[config.mk]
export PLATFORM = sky130hd
export DESIGN_NAME = cross_product_arbiter
export DESIGN_NICKNAME = d
export VERILOG_FILES = /design/src/rtl/geofence_pkg.sv /design/src/rtl/xprod_pipe.sv /design/src/rtl/cross_product_arbiter.sv
export SDC_FILE = /design/constraint.sdc
export NUM_CORES = 1
export LEC_CHECK = 0
export BUFFER_PORTS_ARGS = -buffer_cell sky130_fd_sc_hd__buf_2
export CORE_MARGIN = 4
export CORE_UTILIZATION = 57
export CTS_BUF_LIST = sky130_fd_sc_hd__clkbuf_8 sky130_fd_sc_hd__clkbuf_16
export CTS_CLUSTER_SIZE = 30
export DETAILED_ROUTE_END_ITERATION = 10
export PLACE_DENSITY = 0.8
export SYNTH_ARGS = -nofsm -noshare
export SYNTH_HDL_FRONTEND = slang
export SYNTH_SLANG_ARGS = --single-unit
[constraint.sdc]
create_clock -name clk -period 7.55 [get_ports clk]
set_input_delay 0 -clock clk [delete_from_list [all_inputs] [get_ports clk]]
set_output_delay 0 -clock clk [all_outputs]
set_load 0.05 [all_outputs]
[src/rtl/geofence_pkg.sv]
// Shared widths and types for the geofence datapath.
package geofence_pkg;

  localparam int unsigned CW = 11;         // signed coordinate width
  localparam int unsigned DW = CW + 1;     // coordinate difference width
  localparam int unsigned PW = 2 * CW + 2; // product width
  localparam int unsigned RW = 2 * CW + 3; // cross product width

  typedef struct packed {
    logic signed [CW-1:0] x;
    logic signed [CW-1:0] y;
  } point_t;

endpackage

[src/rtl/xprod_pipe.sv]
// Fixed-latency signed cross product (a-o) x (b-o) with a valid bit and requester tag.
// With LAT>=2 the products are registered in the first stage, the subtract feeds the
// second stage and any further stages are plain delay.
module xprod_pipe #(
  parameter int unsigned CW  = geofence_pkg::CW,
  parameter int unsigned LAT = 2,
  parameter int unsigned TW  = 1
) (
  input  logic                  clk,
  input  logic                  reset,
  input  logic                  in_valid,
  input  logic [TW-1:0]         in_tag,
  input  logic signed [CW-1:0]  ax,
  input  logic signed [CW-1:0]  ay,
  input  logic signed [CW-1:0]  bx,
  input  logic signed [CW-1:0]  by,
  input  logic signed [CW-1:0]  ox,
  input  logic signed [CW-1:0]  oy,
  output logic                  out_valid,
  output logic [TW-1:0]         out_tag,
  output logic signed [2*CW+2:0] out_data
);
  import geofence_pkg::*;

  localparam int unsigned DIF_W = CW + 1;
  localparam int unsigned PRD_W = 2 * CW + 2;
  localparam int unsigned RES_W = 2 * CW + 3;

  logic signed [DIF_W-1:0] dax_c, day_c, dbx_c, dby_c;
  logic signed [PRD_W-1:0] prod_a_c, prod_b_c;
  logic [LAT-1:0]          vld_q, vld_d;
  logic [TW-1:0]           tag_q [LAT];
  logic [TW-1:0]           tag_d [LAT];

  // Sign-extended differences and full-width products; none of these can overflow.
  always_comb begin
    dax_c    = DIF_W'(ax) - DIF_W'(ox);
    day_c    = DIF_W'(ay) - DIF_W'(oy);
    dbx_c    = DIF_W'(bx) - DIF_W'(ox);
    dby_c    = DIF_W'(by) - DIF_W'(oy);
    prod_a_c = PRD_W'(dax_c) * PRD_W'(dby_c);
    prod_b_c = PRD_W'(day_c) * PRD_W'(dbx_c);
  end

  // Valid/tag shift; a tag stage only loads when a valid op enters it.
  always_comb begin
    vld_d[0] = in_valid;
    tag_d[0] = in_valid ? in_tag : tag_q[0];
    for (int k = 1; k < int'(LAT); k++) begin
      vld_d[k] = vld_q[k-1];
      tag_d[k] = vld_q[k-1] ? tag_q[k-1] : tag_q[k];
    end
  end

  // Valid/tag registers; reset discards every op in flight.
  always_ff @(posedge clk or posedge reset) begin
    if (reset) begin
      vld_q <= '0;
      for (int k = 0; k < int'(LAT); k++) tag_q[k] <= '0;
    end else begin
      vld_q <= vld_d;
      for (int k = 0; k < int'(LAT); k++) tag_q[k] <= tag_d[k];
    end
  end

  assign out_valid = vld_q[LAT-1];
  assign out_tag   = tag_q[LAT-1];

  if (LAT == 1) begin : g_lat1
    logic signed [RES_W-1:0] res_q, res_d;

    // Single stage: whole result registered, held while idle.
    always_comb begin
      res_d = res_q;
      if (in_valid) res_d = RES_W'(prod_a_c) - RES_W'(prod_b_c);
    end

    // Result register.
    always_ff @(posedge clk or posedge reset) begin
      if (reset) res_q <= '0;
      else       res_q <= res_d;
    end

    assign out_data = res_q;
  end else begin : g_latn
    logic signed [PRD_W-1:0] pa_q, pa_d, pb_q, pb_d;
    logic signed [RES_W-1:0] res_q [LAT-1];
    logic signed [RES_W-1:0] res_d [LAT-1];

    // Products in stage 0, subtract into stage 1, delay beyond; each stage holds while idle.
    always_comb begin
      pa_d     = in_valid ? prod_a_c : pa_q;
      pb_d     = in_valid ? prod_b_c : pb_q;
      res_d[0] = vld_q[0] ? (RES_W'(pa_q) - RES_W'(pb_q)) : res_q[0];
      for (int j = 1; j < int'(LAT) - 1; j++) begin
        res_d[j] = vld_q[j] ? res_q[j-1] : res_q[j];
      end
    end

    // Data stage registers.
    always_ff @(posedge clk or posedge reset) begin
      if (reset) begin
        pa_q <= '0;
        pb_q <= '0;
        for (int j = 0; j < int'(LAT) - 1; j++) res_q[j] <= '0;
      end else begin
        pa_q <= pa_d;
        pb_q <= pb_d;
        for (int j = 0; j < int'(LAT) - 1; j++) res_q[j] <= res_d[j];
      end
    end

    assign out_data = res_q[LAT-2];
  end

endmodule

[src/rtl/cross_product_arbiter.sv]
// Round-robin sharing of one pipelined cross-product unit among N_REQ requesters.
module cross_product_arbiter #(
  parameter int unsigned N_REQ = 2,
  parameter int unsigned CW    = geofence_pkg::CW,
  parameter int unsigned LAT   = 2
) (
  input  logic                  clk,
  input  logic                  reset,
  input  logic [N_REQ-1:0]      req_valid,
  output logic [N_REQ-1:0]      req_ready,
  input  logic [N_REQ*CW-1:0]   req_ax,
  input  logic [N_REQ*CW-1:0]   req_ay,
  input  logic [N_REQ*CW-1:0]   req_bx,
  input  logic [N_REQ*CW-1:0]   req_by,
  input  logic [N_REQ*CW-1:0]   req_ox,
  input  logic [N_REQ*CW-1:0]   req_oy,
  output logic [N_REQ-1:0]      rsp_valid,
  output logic [2*CW+2:0]       rsp_data,
  output logic [N_REQ-1:0]      inflight
);
  import geofence_pkg::*;

  localparam int unsigned TW    = (N_REQ > 1) ? $clog2(N_REQ) : 1;
  localparam int unsigned CNT_W = $clog2(LAT + 1);

  logic [TW-1:0]          rr_q, rr_d;
  logic [TW-1:0]          gidx_c, idx_c;
  logic                   accept_c;
  logic signed [CW-1:0]   ax_c, ay_c, bx_c, by_c, ox_c, oy_c;
  logic                   pipe_valid;
  logic [TW-1:0]          pipe_tag;
  logic signed [2*CW+2:0] pipe_data;
  logic [CNT_W-1:0]       cnt_q [N_REQ];
  logic [CNT_W-1:0]       cnt_d [N_REQ];

  // Grant the first valid requester found searching upward from rr, wrapping.
  always_comb begin
    req_ready = '0;
    gidx_c    = '0;
    idx_c     = '0;
    accept_c  = 1'b0;
    if (!reset) begin
      for (int off = 0; off < int'(N_REQ); off++) begin
        idx_c = TW'((int'(rr_q) + off) % int'(N_REQ));
        if (!accept_c && req_valid[idx_c]) begin
          req_ready[idx_c] = 1'b1;
          gidx_c           = idx_c;
          accept_c         = 1'b1;
        end
      end
    end
  end

  // Pointer moves just past the winner on a handshake, holds otherwise.
  always_comb begin
    rr_d = rr_q;
    if (accept_c) begin
      if (int'(gidx_c) == int'(N_REQ) - 1) rr_d = '0;
      else                                 rr_d = gidx_c + TW'(1);
    end
  end

  // Round-robin pointer register.
  always_ff @(posedge clk or posedge reset) begin
    if (reset) rr_q <= '0;
    else       rr_q <= rr_d;
  end

  // Operand mux selecting the granted requester's lane.
  always_comb begin
    ax_c = '0; ay_c = '0; bx_c = '0; by_c = '0; ox_c = '0; oy_c = '0;
    for (int i = 0; i < int'(N_REQ); i++) begin
      if (gidx_c == TW'(i)) begin
        ax_c = req_ax[i*CW +: CW];
        ay_c = req_ay[i*CW +: CW];
        bx_c = req_bx[i*CW +: CW];
        by_c = req_by[i*CW +: CW];
        ox_c = req_ox[i*CW +: CW];
        oy_c = req_oy[i*CW +: CW];
      end
    end
  end

  xprod_pipe #(.CW(CW), .LAT(LAT), .TW(TW)) u_pipe (
    .clk      (clk),
    .reset    (reset),
    .in_valid (accept_c),
    .in_tag   (gidx_c),
    .ax       (ax_c),
    .ay       (ay_c),
    .bx       (bx_c),
    .by       (by_c),
    .ox       (ox_c),
    .oy       (oy_c),
    .out_valid(pipe_valid),
    .out_tag  (pipe_tag),
    .out_data (pipe_data)
  );

  // Tag decode of the registered pipe output into one-hot response valid.
  always_comb begin
    rsp_valid = '0;
    for (int i = 0; i < int'(N_REQ); i++) begin
      rsp_valid[i] = pipe_valid && (pipe_tag == TW'(i));
    end
  end

  assign rsp_data = pipe_data;

  // Per-requester outstanding count: +1 on accept, -1 on response, both cancel.
  always_comb begin
    for (int i = 0; i < int'(N_REQ); i++) begin
      cnt_d[i] = cnt_q[i];
      if (accept_c && (gidx_c == TW'(i)) && !rsp_valid[i])       cnt_d[i] = cnt_q[i] + CNT_W'(1);
      else if (!(accept_c && (gidx_c == TW'(i))) && rsp_valid[i]) cnt_d[i] = cnt_q[i] - CNT_W'(1);
    end
  end

  // Outstanding counters.
  always_ff @(posedge clk or posedge reset) begin
    if (reset) for (int i = 0; i < int'(N_REQ); i++) cnt_q[i] <= '0;
    else       for (int i = 0; i < int'(N_REQ); i++) cnt_q[i] <= cnt_d[i];
  end

  // Inflight flags from the counters.
  always_comb begin
    for (int i = 0; i < int'(N_REQ); i++) inflight[i] = (cnt_q[i] != '0);
  end

endmodule

==> metrics <==
GRT Util Overall=28.8%; layout cells sized above 1=22.9%; # rows=64; Critical Path Source Type=flop; vias=approximately 15000; Final Wtd Congestion=between 0.9 and 1; fin util=between 60 and 70%; H-Tree Depth=3; Netlist Area Pre-Place=roughly 18000 um2; Slew @ Worst Pin=about 1 ns; worst slack, placed=-0.428 ns; WL final=approximately 50000 um; Worst Path Required=between 7 and 8 ns; insertion delay to the later sink of the worst-skew pair=around 0.35 ns; Crit path largest cell delay=roughly 0.53 ns; syn avg cell area=roughly 8.6 um2; slew margin rel.=roughly a third; worst setup path start=rr_q; vias in the first global route=between 15000 and 20000; Final min period=a little under 8 ns; initial antenna violation count=0; CTS Buf Count=9; Final Cycle Share=102%; antenna cells=0; die width=around 180 um; sequential area share after synthesis=approximately 12%; run status=finished with violations; # IOs=roughly 170; most used cell, CP=fa_1; DIE AREA=~34000 um2; Detail Placement HPWL=40100 um; worst clock skew=about 0.013 ns; Cells after Synth=about 2100; Post-synth EDFFs=0; clk slew on worst S/H paths=approximately 0.07 ns; Max Cap Viol=0; Netlist cell types=slightly below 80; initial core utilization=roughly 58%; Root Buffer=clkbuf_16; drt pass-1 iters=6; CP endpoint kind=flop; CP max stage cell=fa_1; Mapped Nets=between 2000 and 3000; Max Slew Vio Count=0; Area Overhead vs Synth=20.6%; critical path depth in cells=32; worst-case reg-to-reg path depth=32; pin count of the biggest net entering global routing=slightly below 80; Fmax achieved=~0.13 GHz; top_reg_cell synth=dfrtp_1; CP max FO=7; commonest cells after routing, fill and taps aside=inv_1 (347), nand2_1 (314), fa_1 (277), buf_2 (166), ha_1 (150); violated checks=negative setup slack; critical path arrival=between 7 and 8 ns; Routed WL per cell=~18 um; Final Hold Vio Count=0; Nets=~3000; Worst Hold Class=input port to async pin; synth warn=0; Avg Vias per Cell=about 5.6; unrepaired setup endpoints after global routing=true; Post-synth ARST share=100%; CTS tree=done; IO buf count=roughly 170; DRT iter0 DRCs=approximately 1100; # DRC=0; CP top delay family=adder cells; Final WS setup=-0.184 ns; final setup vio count=8; Die Ht=185 um; CTS Sinks=82; FF-to-FF Start=rr_q; crit path buf inv count=5; most common cell after layout, fill and taps aside=inv_1; Core ar.=30700 um2; #FFs+latches synth=82; first-pass GRT wire length=between 70000 and 80000 um; Max clock buf depth=2; CP Class=flop to flop; antenna-violating nets left=0; global route total overflow=0
==> layout make-up <==
class | count | area [um2]
flip-flops and latches | 82 | 2050
inverters | 360 | 1360
fillers | 2260 | 9250
clock buffers | 10 | 239
clock inverters | 6 | 71.3
repair buffers | 341 | 2340
well taps | 396 | 495
multi-input cells | 1554 | 15000
==> cells in the mapped netlist (3+ instances only) <==
cell       instances  area [um2]
o21bai_1           4        30.0
nor2_1           114         428
nor3_1            25         125
o21a_1            17         128
buf_1              3        11.3
xnor2_1           67         587
or2_2              9        56.3
o211ai_1           7        52.6
nand2_1          323        1210
inv_1            358        1340
o21ba_2            3        30.0
nand3_1           17        85.1
dfrtp_1           82        2050
a21boi_0           4        30.0
buf_4              4        30.0
o41ai_1            4        35.0
mux2i_1           25         250
nand2b_1          75         469
a211oi_1          13        97.6
o21ai_0           81         405
or3_1             11        68.8
a21oi_1           54         270
a31o_2             4        35.0
o31ai_1            9        67.6
clkbuf_1          54         203
o21ai_1            3        15.0
fa_1             282        5650
nor2b_1           44         275
and3_1            10        62.6
mux2_2            21         236
ha_1             168        2100
a41oi_1            3        26.3
a31oi_1           10        62.6
o2bb2ai_1          3        26.3
xor2_1            34         298
buf_2              6        30.0
a21o_1            19         143
a22oi_1            3        22.5
and2_1            33         206
nor4_1             5        31.3
o31a_1             6        52.6
==> sequential cells by signal, indices dropped and copies added, names as in the netlist <==
name	count
u_pipe.out_tag	1
u_pipe.out_data	25
rr_q	1
cnt_q	4
u_pipe.vld_q	2
u_pipe.g_latn.pb_q	24
u_pipe.g_latn.pa_q	24
u_pipe.tag_q	1
==> what timing repair did <==
| action | in CTS | in global routing |
|---|---|---|
| endpoints found under the hold margin | 8 | 0 |
| setup buffers | 23 | 38 |
| setup endpoints to repair | 16 | 21 |
| pin swaps | 34 | 69 |
| hold buffers | 1 | 0 |
| gates resized for setup | 65 | 109 |
| gates cloned | 1 | 0 |
==> through the flow <==
stage	instances	hold WS [ns]	area, um2	setup TNS (ns)
2_1_floorplan	2064	0.263	18000	0
3_5_place_dp	2671	-0.0677	19900	-3.05
6_report	2749	0.132	21500	-0.660
4_1_cts	2712	0.128	20700	-0.0524
3_3_place_gp	2671	-0.0755	19900	-1.83
5_1_grt	2749	0.160	21500	-4.94
==> worst register-to-register path: cells and delay by family (launching register included) <==
family                   cells  cell delay, ns
multiplexers                 1            0.28
flip-flops                   1            0.36
buffers and inverters        5            0.46
adder cells (fa/ha/maj)      8            3.26
XOR/XNOR                     1            0.18
AND/OR/NAND/NOR              7            1.11
AO/OA/AOI/OAI               10            1.91
==> routing by layer <==
layer	track usage [%]	part of all wire, %	wire length [um]	up-vias
li1	-	-	-	7060
met1	36.7	39	19700	7522
met2	49.5	49	24700	684
met3	4.56	7.0	3520	123
met4	11.4	4.2	2100	0
met5	0	0	0	-
==> cells by family (layout without fill, tap and decap cells) <==
kind of cell	count (synthesis)	count (layout)	share of synthesized area [%]
xor gates and xnor gates	104	104	5.30
DFF	82	82	11.5
adders and majority gates	452	452	43.6
buffers and inverters	428	717	9.19
muxes	48	48	2.94
and+or+nand+nor	682	682	17.7
AOI/OAI and AO/OA	268	268	9.75
==> path summary, 6_finish.rpt <==
path	slack, ns	end
setup / recovery	-0.18	u_pipe.g_latn.pa_q[20]
setup reg to reg	-0.18	u_pipe.g_latn.pa_q[20]
max in group asynchronous	6.21	u_pipe.out_data[17]
hold reg to reg	0.46	cnt_q[3]
hold / removal	0.13	rr_q
min in group clk	0.20	rr_q
Power is left out: the tool's default activity adds up to more than one toggle a clock period on the data nets, which glitch-free logic cannot reach.
